`src/rtl/seg7_scan_if.sv`:
```
// Load-side handshake and display-side outputs of the 4-digit 7-segment scanner.
interface seg7_scan_if;
    logic        load;
    logic [15:0] valor;
    logic [3:0]  dp_in;
    logic        ready;
    logic [3:0]  dec_in;
    logic [3:0]  dig_en;
    logic        dp;
    logic        frame_tick;

    modport master (
        output load, valor, dp_in,
        input  ready, dec_in, dig_en, dp, frame_tick
    );

    modport slave (
        input  load, valor, dp_in,
        output ready, dec_in, dig_en, dp, frame_tick
    );
endinterface

```
`src/rtl/seg7_scan_ctrl.sv`:
```
// Time-multiplexed 4-digit 7-segment scanner with tear-free double-buffered value load.
// Optional leading-zero blanking is enabled by defining SEG7_LZB_EN.
module seg7_scan_ctrl #(
    parameter int unsigned PRESC_DIV = 1000,
    parameter int unsigned GAP_CYC   = 2
) (
    input  logic       clk,
    input  logic       rst_n,
    seg7_scan_if.slave bus
);

    localparam int unsigned CNT_W = 16;
    localparam logic [1:0] IDLE = 2'd0;
    localparam logic [1:0] SHOW = 2'd1;
    localparam logic [1:0] GAP  = 2'd2;
    localparam bit NO_GAP = (GAP_CYC == 0);
    localparam logic [CNT_W-1:0] SHOW_LAST = CNT_W'(PRESC_DIV - 1);
    localparam logic [CNT_W-1:0] GAP_LAST  = NO_GAP ? '0 : CNT_W'(GAP_CYC - 1);

    logic [1:0]       state, state_n;
    logic [1:0]       idx, idx_n;
    logic [CNT_W-1:0] cnt, cnt_n;
    logic [15:0]      active, active_n, pend, pend_n;
    logic [3:0]       act_dp, act_dp_n, pend_dp, pend_dp_n;
    logic             pend_vld, pend_vld_n;
    logic             ready_q, ready_n;
    logic [3:0]       dec_q, dec_n;
    logic [3:0]       dig_q, dig_n;
    logic             dp_q, dp_n;
    logic             tick_q, tick_n;
    logic [15:0]      shifted;
    logic             blank;

    always_ff @(posedge clk) begin
        if (!rst_n) begin
            state    <= IDLE;
            idx      <= 2'd0;
            cnt      <= '0;
            active   <= '0;
            act_dp   <= '0;
            pend     <= '0;
            pend_dp  <= '0;
            pend_vld <= 1'b0;
            ready_q  <= 1'b1;
            dec_q    <= '0;
            dig_q    <= 4'b1111;
            dp_q     <= 1'b0;
            tick_q   <= 1'b0;
        end else begin
            state    <= state_n;
            idx      <= idx_n;
            cnt      <= cnt_n;
            active   <= active_n;
            act_dp   <= act_dp_n;
            pend     <= pend_n;
            pend_dp  <= pend_dp_n;
            pend_vld <= pend_vld_n;
            ready_q  <= ready_n;
            dec_q    <= dec_n;
            dig_q    <= dig_n;
            dp_q     <= dp_n;
            tick_q   <= tick_n;
        end
    end

    // Next state, handshake and the registered outputs for the upcoming cycle.
    always_comb begin
        state_n    = state;
        idx_n      = idx;
        cnt_n      = cnt + CNT_W'(1);
        active_n   = active;
        act_dp_n   = act_dp;
        pend_n     = pend;
        pend_dp_n  = pend_dp;
        pend_vld_n = pend_vld;
        ready_n    = ready_q;
        dec_n      = dec_q;
        dig_n      = 4'b1111;
        dp_n       = dp_q;
        tick_n     = 1'b0;
        blank      = 1'b0;
        shifted    = '0;

        case (state)
            IDLE: begin
                state_n = SHOW;
                idx_n   = 2'd0;
                cnt_n   = '0;
            end
            SHOW: begin
                if (cnt == SHOW_LAST) begin
                    cnt_n = '0;
                    if (NO_GAP) begin
                        idx_n = idx + 2'd1;
                    end else begin
                        state_n = GAP;
                    end
                end
            end
            GAP: begin
                if (cnt == GAP_LAST) begin
                    cnt_n   = '0;
                    state_n = SHOW;
                    idx_n   = idx + 2'd1;
                end
            end
            default: begin
                state_n = IDLE;
                idx_n   = 2'd0;
                cnt_n   = '0;
            end
        endcase

        // tick_q marks the frame-boundary cycle: the only point where active may change.
        if (tick_q) begin
            if (pend_vld) begin
                active_n   = pend;
                act_dp_n   = pend_dp;
                pend_vld_n = 1'b0;
                ready_n    = 1'b1;
            end else if (bus.load && ready_q) begin
                active_n = bus.valor;
                act_dp_n = bus.dp_in;
            end
        end else if (bus.load && ready_q) begin
            pend_n     = bus.valor;
            pend_dp_n  = bus.dp_in;
            pend_vld_n = 1'b1;
            ready_n    = 1'b0;
        end

        shifted = active_n >> {idx_n, 2'b00};
`ifdef SEG7_LZB_EN
        blank = (idx_n != 2'd0) && (shifted == 16'd0);
`else
        blank = 1'b0;
`endif

        case (state_n)
            SHOW: begin
                dec_n = shifted[3:0];
                dp_n  = act_dp_n[idx_n];
                dig_n = blank ? 4'b1111 : ~(4'b0001 << idx_n);
            end
            GAP: begin
                dig_n = 4'b1111;
            end
            default: begin
                dec_n = '0;
                dp_n  = 1'b0;
            end
        endcase

        if (NO_GAP) begin
            tick_n = (state_n == SHOW) && (idx_n == 2'd3) && (cnt_n == SHOW_LAST);
        end else begin
            tick_n = (state_n == GAP) && (idx_n == 2'd3) && (cnt_n == GAP_LAST);
        end
    end

    assign bus.ready      = ready_q;
    assign bus.dec_in     = dec_q;
    assign bus.dig_en     = dig_q;
    assign bus.dp         = dp_q;
    assign bus.frame_tick = tick_q;

endmodule

```
`src/flat_wrapper.sv`:
```
// flat-port wrapper written by rule: the top's interface ports become plain ports
module seg7_scan_ctrl_flat 
#(
    parameter int unsigned PRESC_DIV = 1000,
    parameter int unsigned GAP_CYC   = 2
)
  (clk, rst_n, bus_load, bus_valor, bus_dp_in, bus_ready, bus_dec_in, bus_dig_en, bus_dp, bus_frame_tick);
  seg7_scan_if bus_i ();
  input  logic clk;
  input  logic rst_n;
  input wire logic [$bits(bus_i.load)-1:0] bus_load;
  input wire logic [$bits(bus_i.valor)-1:0] bus_valor;
  input wire logic [$bits(bus_i.dp_in)-1:0] bus_dp_in;
  output wire logic [$bits(bus_i.ready)-1:0] bus_ready;
  output wire logic [$bits(bus_i.dec_in)-1:0] bus_dec_in;
  output wire logic [$bits(bus_i.dig_en)-1:0] bus_dig_en;
  output wire logic [$bits(bus_i.dp)-1:0] bus_dp;
  output wire logic [$bits(bus_i.frame_tick)-1:0] bus_frame_tick;
  assign bus_i.load = bus_load;
  assign bus_i.valor = bus_valor;
  assign bus_i.dp_in = bus_dp_in;
  assign bus_ready = bus_i.ready;
  assign bus_dec_in = bus_i.dec_in;
  assign bus_dig_en = bus_i.dig_en;
  assign bus_dp = bus_i.dp;
  assign bus_frame_tick = bus_i.frame_tick;
  seg7_scan_ctrl #(.PRESC_DIV(PRESC_DIV), .GAP_CYC(GAP_CYC)) u_core (.clk(clk), .rst_n(rst_n), .bus(bus_i));
endmodule
```
`config.mk`:
```
export PLATFORM = sky130hd
export DESIGN_NAME = seg7_scan_ctrl_flat
export DESIGN_NICKNAME = d
export VERILOG_FILES = /design/src/rtl/seg7_scan_if.sv /design/src/rtl/seg7_scan_ctrl.sv /design/src/flat_wrapper.sv
export SDC_FILE = /design/constraint.sdc
export NUM_CORES = 1
export LEC_CHECK = 0
export BUFFER_PORTS_ARGS = -buffer_cell sky130_fd_sc_hd__buf_2
export CAP_MARGIN = 20
export CORE_MARGIN = 3
export CORE_UTILIZATION = 40
export CTS_BUF_LIST = sky130_fd_sc_hd__clkbuf_4
export DETAILED_ROUTE_END_ITERATION = 8
export GPL_TIMING_DRIVEN = 1
export SETUP_SLACK_MARGIN = 0.5
export SYNTH_ARGS = -nofsm -noshare
export SYNTH_HDL_FRONTEND = slang
export SYNTH_SLANG_ARGS = --single-unit
```
`constraint.sdc`:
```
create_clock -name clk -period 2.1 [get_ports clk]
set_clock_uncertainty 0.05 [all_clocks]
set_input_delay 0.315 -clock clk [delete_from_list [all_inputs] [get_ports clk]]
set_output_delay 0.315 -clock clk [all_outputs]
set_load 0.03 [all_outputs]
```
After elaboration in Yosys (flattened, before gate mapping)
Index checks and enable logic that the tools add are counted.
{"block": "classes", "n_addsub": 2, "magnitude_cmp": 1, "eq_ne": 9, "shift": 2, "n_mux": 21, "bitwise_logic": 3, "reduce_logical": 9}
{"cell": "$mux 16", "count": 5}
{"cell": "$eq 16x1->1 const B", "count": 2}
{"cell": "$pmux 16 s2", "count": 1}
{"cell": "$add 16x1->16 const B", "count": 1}
{"cell": "$eq 16x10->1 const B", "count": 1}
{"cell": "$shr 16x4->4", "count": 1}
{"cell": "$mux 4", "count": 3}
{"cell": "$pmux 4 s2", "count": 1}
{"cell": "$eq 2x2->1 const B", "count": 3}
{"cell": "$mux 2", "count": 3}
{"cell": "$pmux 2 s3", "count": 1}
{"cell": "$reduce_and 2->1", "count": 3}
{"cell": "$eq 2x1->1 const B", "count": 2}
{"cell": "$mux 1", "count": 4}
{"cell": "$not 4->4", "count": 1}
{"cell": "$pmux 2 s2", "count": 1}
{"cell": "$shl 1x2->4 const A", "count": 1}
{"cell": "$logic_and 1x1->1", "count": 3}
{"cell": "$lt 2x3->1 const B", "count": 1}
{"cell": "$add 2x1->2 const B", "count": 1}
{"cell": "$bmux 1 s2", "count": 1}
{"cell": "$logic_not 2->1", "count": 1}
{"cell": "$ne 2x1->1 const B", "count": 1}
{"cell": "$not 1->1", "count": 2}
{"cell": "other kinds (3)", "count": 3}
{"block": "word_totals", "regBits": 72, "inputBits": 23, "output_inout_bits": 11, "word_cells": 60}

Logic depth before layout (Yosys ltp)
{"block": "logic_depth", "word_depth": 7, "mapped_depth": 9, "depth_no_buf": 8}

Least setup slack after synthesis
No wires, ideal clock.
{"block": "synth_timing", "path_kind": "register to register", "startpoint": "register u_core.state[0]", "endpoint": "register u_core.dp_q, in the netlist u_core.bus.dp", "setup_ps": 87, "arrival_time_ps": 2102, "required_ps": 1963, "setup_slack_ps": -139, "path_stages_with_launch": 10, "n_path_buf": 1, "period_less_slack_ps": 2239, "cell_sequence": "dfxtp_1 inv_1 ha_1 clkbuf_1 and2_1 and3b_1 a21oi_1 nand2_1 o211a_1 o31ai_1"}
{"block": "synth_between", "elab_chain_len": 5, "elab_cells_between_ends": 12, "cone_classes": "eq/ne (4); mux (7); reduce/logical (1)"}
{"element": "start, declared", "line_no": "seg7_scan_ctrl.sv:20", "rtl": "logic [1:0] state, state_n;"}
{"element": "start signal, assigned", "line_no": "seg7_scan_ctrl.sv:50", "rtl": "state <= state_n;"}
{"element": "$eq 2x2->1 / $eq 2x1->1 (equally long branches)", "line_no": "seg7_scan_ctrl.sv:84", "rtl": "case (state)"}
{"element": "$pmux 2 s2", "line_no": "seg7_scan_ctrl.sv:84"}
{"element": "$bmux 1 s2", "line_no": "seg7_scan_ctrl.sv:142", "rtl": "dp_n = act_dp_n[idx_n];"}
{"element": "$mux 1 (implied by the code)", "line_no": "seg7_scan_ctrl.sv:142"}
{"element": "$pmux 1 s2", "line_no": "seg7_scan_ctrl.sv:139", "rtl": "case (state_n)"}
{"element": "end signal, assigned", "line_no": "seg7_scan_ctrl.sv:61", "rtl": "dp_q <= dp_n;"}
{"element": "end, declared", "line_no": "seg7_scan_ctrl.sv:29", "rtl": "logic dp_q, dp_n;"}
Several ways; a longest one is shown, not always the timed one. The select of a mux whose other input is x is not followed.
A chain may end at the register's enable or synchronous reset.

Final worst setup path
{"block": "layout_timing", "startpoint": "register u_core.cnt[14]", "endpoint": "register u_core.dig_q[3], in the netlist u_core.bus.dig_en[3]"}
{"block": "layout_between", "elab_chain_len": 5, "elab_cells_between_ends": 11, "cone_classes": "eq/ne (3); shift (1); mux (5); bitwise (1); reduce/logical (1)"}
{"element": "start, declared", "line_no": "seg7_scan_ctrl.sv:22", "rtl": "logic [CNT_W-1:0] cnt, cnt_n;"}
{"element": "start signal, assigned", "line_no": "seg7_scan_ctrl.sv:52", "rtl": "cnt <= cnt_n;"}
{"element": "$eq 16x1->1 / $eq 16x10->1 (equally long branches)", "line_no": "seg7_scan_ctrl.sv:101, seg7_scan_ctrl.sv:91"}
{"element": "$mux 2, on equally long branches", "line_no": "seg7_scan_ctrl.sv:101, seg7_scan_ctrl.sv:91"}
{"element": "$pmux 2 s3 / $pmux 2 s2 (equally long branches)", "line_no": "seg7_scan_ctrl.sv:84"}
{"element": "$eq 2x1->1 / $shl 1x2->4 (equally long branches)", "line_no": "seg7_scan_ctrl.sv:139, seg7_scan_ctrl.sv:143"}
{"element": "$reduce_and 2->1 (no line) / $not 4->4 (equally long branches)"}
{"element": "end signal, assigned", "line_no": "seg7_scan_ctrl.sv:60", "rtl": "dig_q <= dig_n;"}
{"element": "end, declared", "line_no": "seg7_scan_ctrl.sv:28", "rtl": "logic [3:0] dig_q, dig_n;"}
Several ways; a longest one is shown, not always the timed one.

==> reports/results.tsv <==
metric	value	unit
run status	complete, but fails checks	
failing checks	setup timing	
Worst Setup Path Type	flip-flop to flip-flop	
H-tree depth	3	
Nets	527	
Slew headroom	69.46	%
die area	9880	sq um
largest net degree at the start of global routing	25	
DR WL/cell	15.12	um
area of the mapped netlist	3490	sq um
worst IR drop on VDD	0.0002769	V
Pre-Repair DR Iteration Count	4	
fin. max-slew vios	0	
worst hold stages	3	
layout cells sized above 1	34.26	%
total power	2.947	mW
area grow syn2layout	30.98	%
static leakage	1.804	nW
post-synthesis mux area share	1.829	%
shortest period the worst path allows	2149	ps
# rows	33	
remaining antenna violation count	0	
fmax	465.4	MHz
DRC violation count after routing	0	
Async S/R FF share, synth	0	%
Top delay family on crit path	simple AND/OR/NAND/NOR gates	
clock transition at the registers of the reported paths	140	ps
register area share after synthesis	41.31	%
Avg Cell Area, Syn	8.192	sq um
buffer depth of the longest clock path	2	
Adder-Cell Fraction of Synth Area	2.510	%
clk root buf	clkbuf_4	
Final Hold Fails	0	
cts hold-fix bufs	0	
cells along the critical path	nor4_4 > nand4_4 > buf_6 > o21ai_4 > o31ai_4 > or3_1 > or2_1	
Worst-Margin Slew	453.4	ps
CORE AREA	8341	sq um
clock sinks	72	
CTS tree	built	
GR Overflow Total	0	
Yosys cell types	55	
top cell type's share of synthesized area	41.31	%
port bufs	33	
Final Cycle Share	102.3	%
fillers	767	
Worst Path Buf+Inv	1	
Global Route Usage Sum	18.69	%
YS warnings	0	
largest area contributor in the netlist	dfxtp_1	
worst hold-check path type	input pin to flip-flop	
RSZ-0062 raised after global routing	yes	
Yosys reg bits	72	
first-pass GRT wire length	14.77	mm
commonest cells in the synthesized netlist	72 x dfxtp_1, 52 x nand2_1, 51 x a21oi_1	
Die Y	99.40	um
cell with the most instances after synthesis	dfxtp_1	
Final setup viols	6	
Synth Area in Compound Gates	17.68	%
routability cong.	0.8288	
largest family of logic cells by synthesized area	simple AND/OR/NAND/NOR gates	
Stages on worst setup path	7	
ant diodes	0	
vias in the first global route	3012	
Num CTS Buffers	9	
CP Max Fanout	6	
startpoint types	flip-flop	
max cap viols	0	
Routed WL	9.175	mm
top area cells in the synthesized netlist	dfxtp_1 41%, a21oi_1 7.3%, nand2_1 5.6%	
IO Count	34	
xor/xnor share of the synthesized area	4.733	%
Initial Util	41.84	%
data required time of the worst path	2370	ps
post-layout util	54.80	%
total power divided by cell area	644.7	nW/um^2
syn_nets	456	
number of synthesized flops with an enable pin	0	
Die X	99.40	um
Vias/cell	5.278	
crit path DAT	2420	ps
Main synth FF type	dfxtp_1	
Post-Synthesis Cells	426	
max incr delay on CP	430	ps
post-DP HPWL	6.291	mm
CP max stage cell	nor4_4	
R2R cell count	7	
Final WS setup	-48.70	ps
CP endpoint kind	flip-flop	
vias	3204	
initial antenna violation count	0	
DR iter-0 viols	115	
synthesized-area fraction occupied by and/or/nand/nor cells	26.35	%
clock latency on the worst-skew pair	430	ps
-- metal layers --
layer	track usage [%]	wire [um]	up-vias
met4	8.298	189	0
met3	3.296	377	19
li1	-	-	1625
met1	26.70	4529	1489
met2	27.53	4079	71
met5	0	0	-
-- cells in the final DEF (no fill, tap or decap), types with 18 or more instances in the layout --
master    n
dfxtp_1  54
o22ai_1  18
buf_4    42
buf_2    33
nand3_1  19
inv_1    19
nor2_1   32
and2_1   19
a21oi_1  45
nand2_1  52
-- where the power goes --
group          total (mW)  internal, mW  switching, mW
Sequential           1.41          1.40         0.0187
Combinational       0.266         0.111          0.154
Clock                1.27         0.727          0.540
-- path summary, 6_finish.rpt --
check | slack, ps | from | to
hold / removal | 60 | bus_valor[6] | u_core.pend[6]
setup / recovery | -50 | u_core.cnt[14] | u_core.bus.dig_en[3]
hold reg to reg | 410 | u_core.pend[0] | u_core.pend[0]
setup reg to reg | -50 | u_core.cnt[14] | u_core.bus.dig_en[3]
-- through the flow --
stage / setup WS (ps) / hold slack (ps) / instances / TNS (ps) / area, sq um
finish: -48.70 / 58.27 / 607 / -199.2 / 4571
global route: -123.8 / 42.04 / 607 / -740.8 / 4571
CTS: 28.33 / 42.56 / 601 / 0 / 4412
detailed placement: -135.3 / 398.6 / 576 / -138.9 / 4054
global placement: -150.3 / 391.7 / 576 / -150.3 / 4054
floorplan: 128.3 / 386.4 / 426 / 0 / 3591
-- final cells by class --
class | count | area, sq um | share of cell area, %
inverters | 24 | 92.59 | 2.026
multi-input cells | 305 | 2063 | 45.14
flip-flops and latches | 72 | 1471 | 32.19
well taps | 105 | 131.4 | 2.874
clock buffers | 9 | 67.56 | 1.478
repair buffers | 85 | 601.8 | 13.17
clock inverters | 7 | 142.6 | 3.121
-- worst min-delay path: stages --
cell     delay (ps)
buf_2           100
nand2_1          50
a21oi_1          50
-- cells by family after synthesis --
kind of cell | count (synthesis)
fa+ha+maj | 7
compound gates | 101
simple gates | 174
buf+inv | 49
flops | 72
mux | 5
xor+xnor | 18
-- what timing repair did --
item | 4_1_cts | 5_1_grt
setup buffers | 9 | 6
endpoints found under the setup margin | 30 | 31
pin swaps | 11 | 14
gates resized for setup | 29 | 26
-- state kept, by name, summed over array words and instances, names as in the netlist --
signal / cells
u_core.active: 16
u_core.cnt: 16
u_core.pend: 16
u_core.act_dp: 4
u_core.bus.dec_in: 4
u_core.bus.dig_en: 4
u_core.pend_dp: 4
u_core.idx: 2
u_core.state: 2
u_core.bus.dp: 1
u_core.bus.frame_tick: 1
u_core.bus.ready: 1
u_core.pend_vld: 1
No activity file was read; power rests on OpenSTA's default activity.
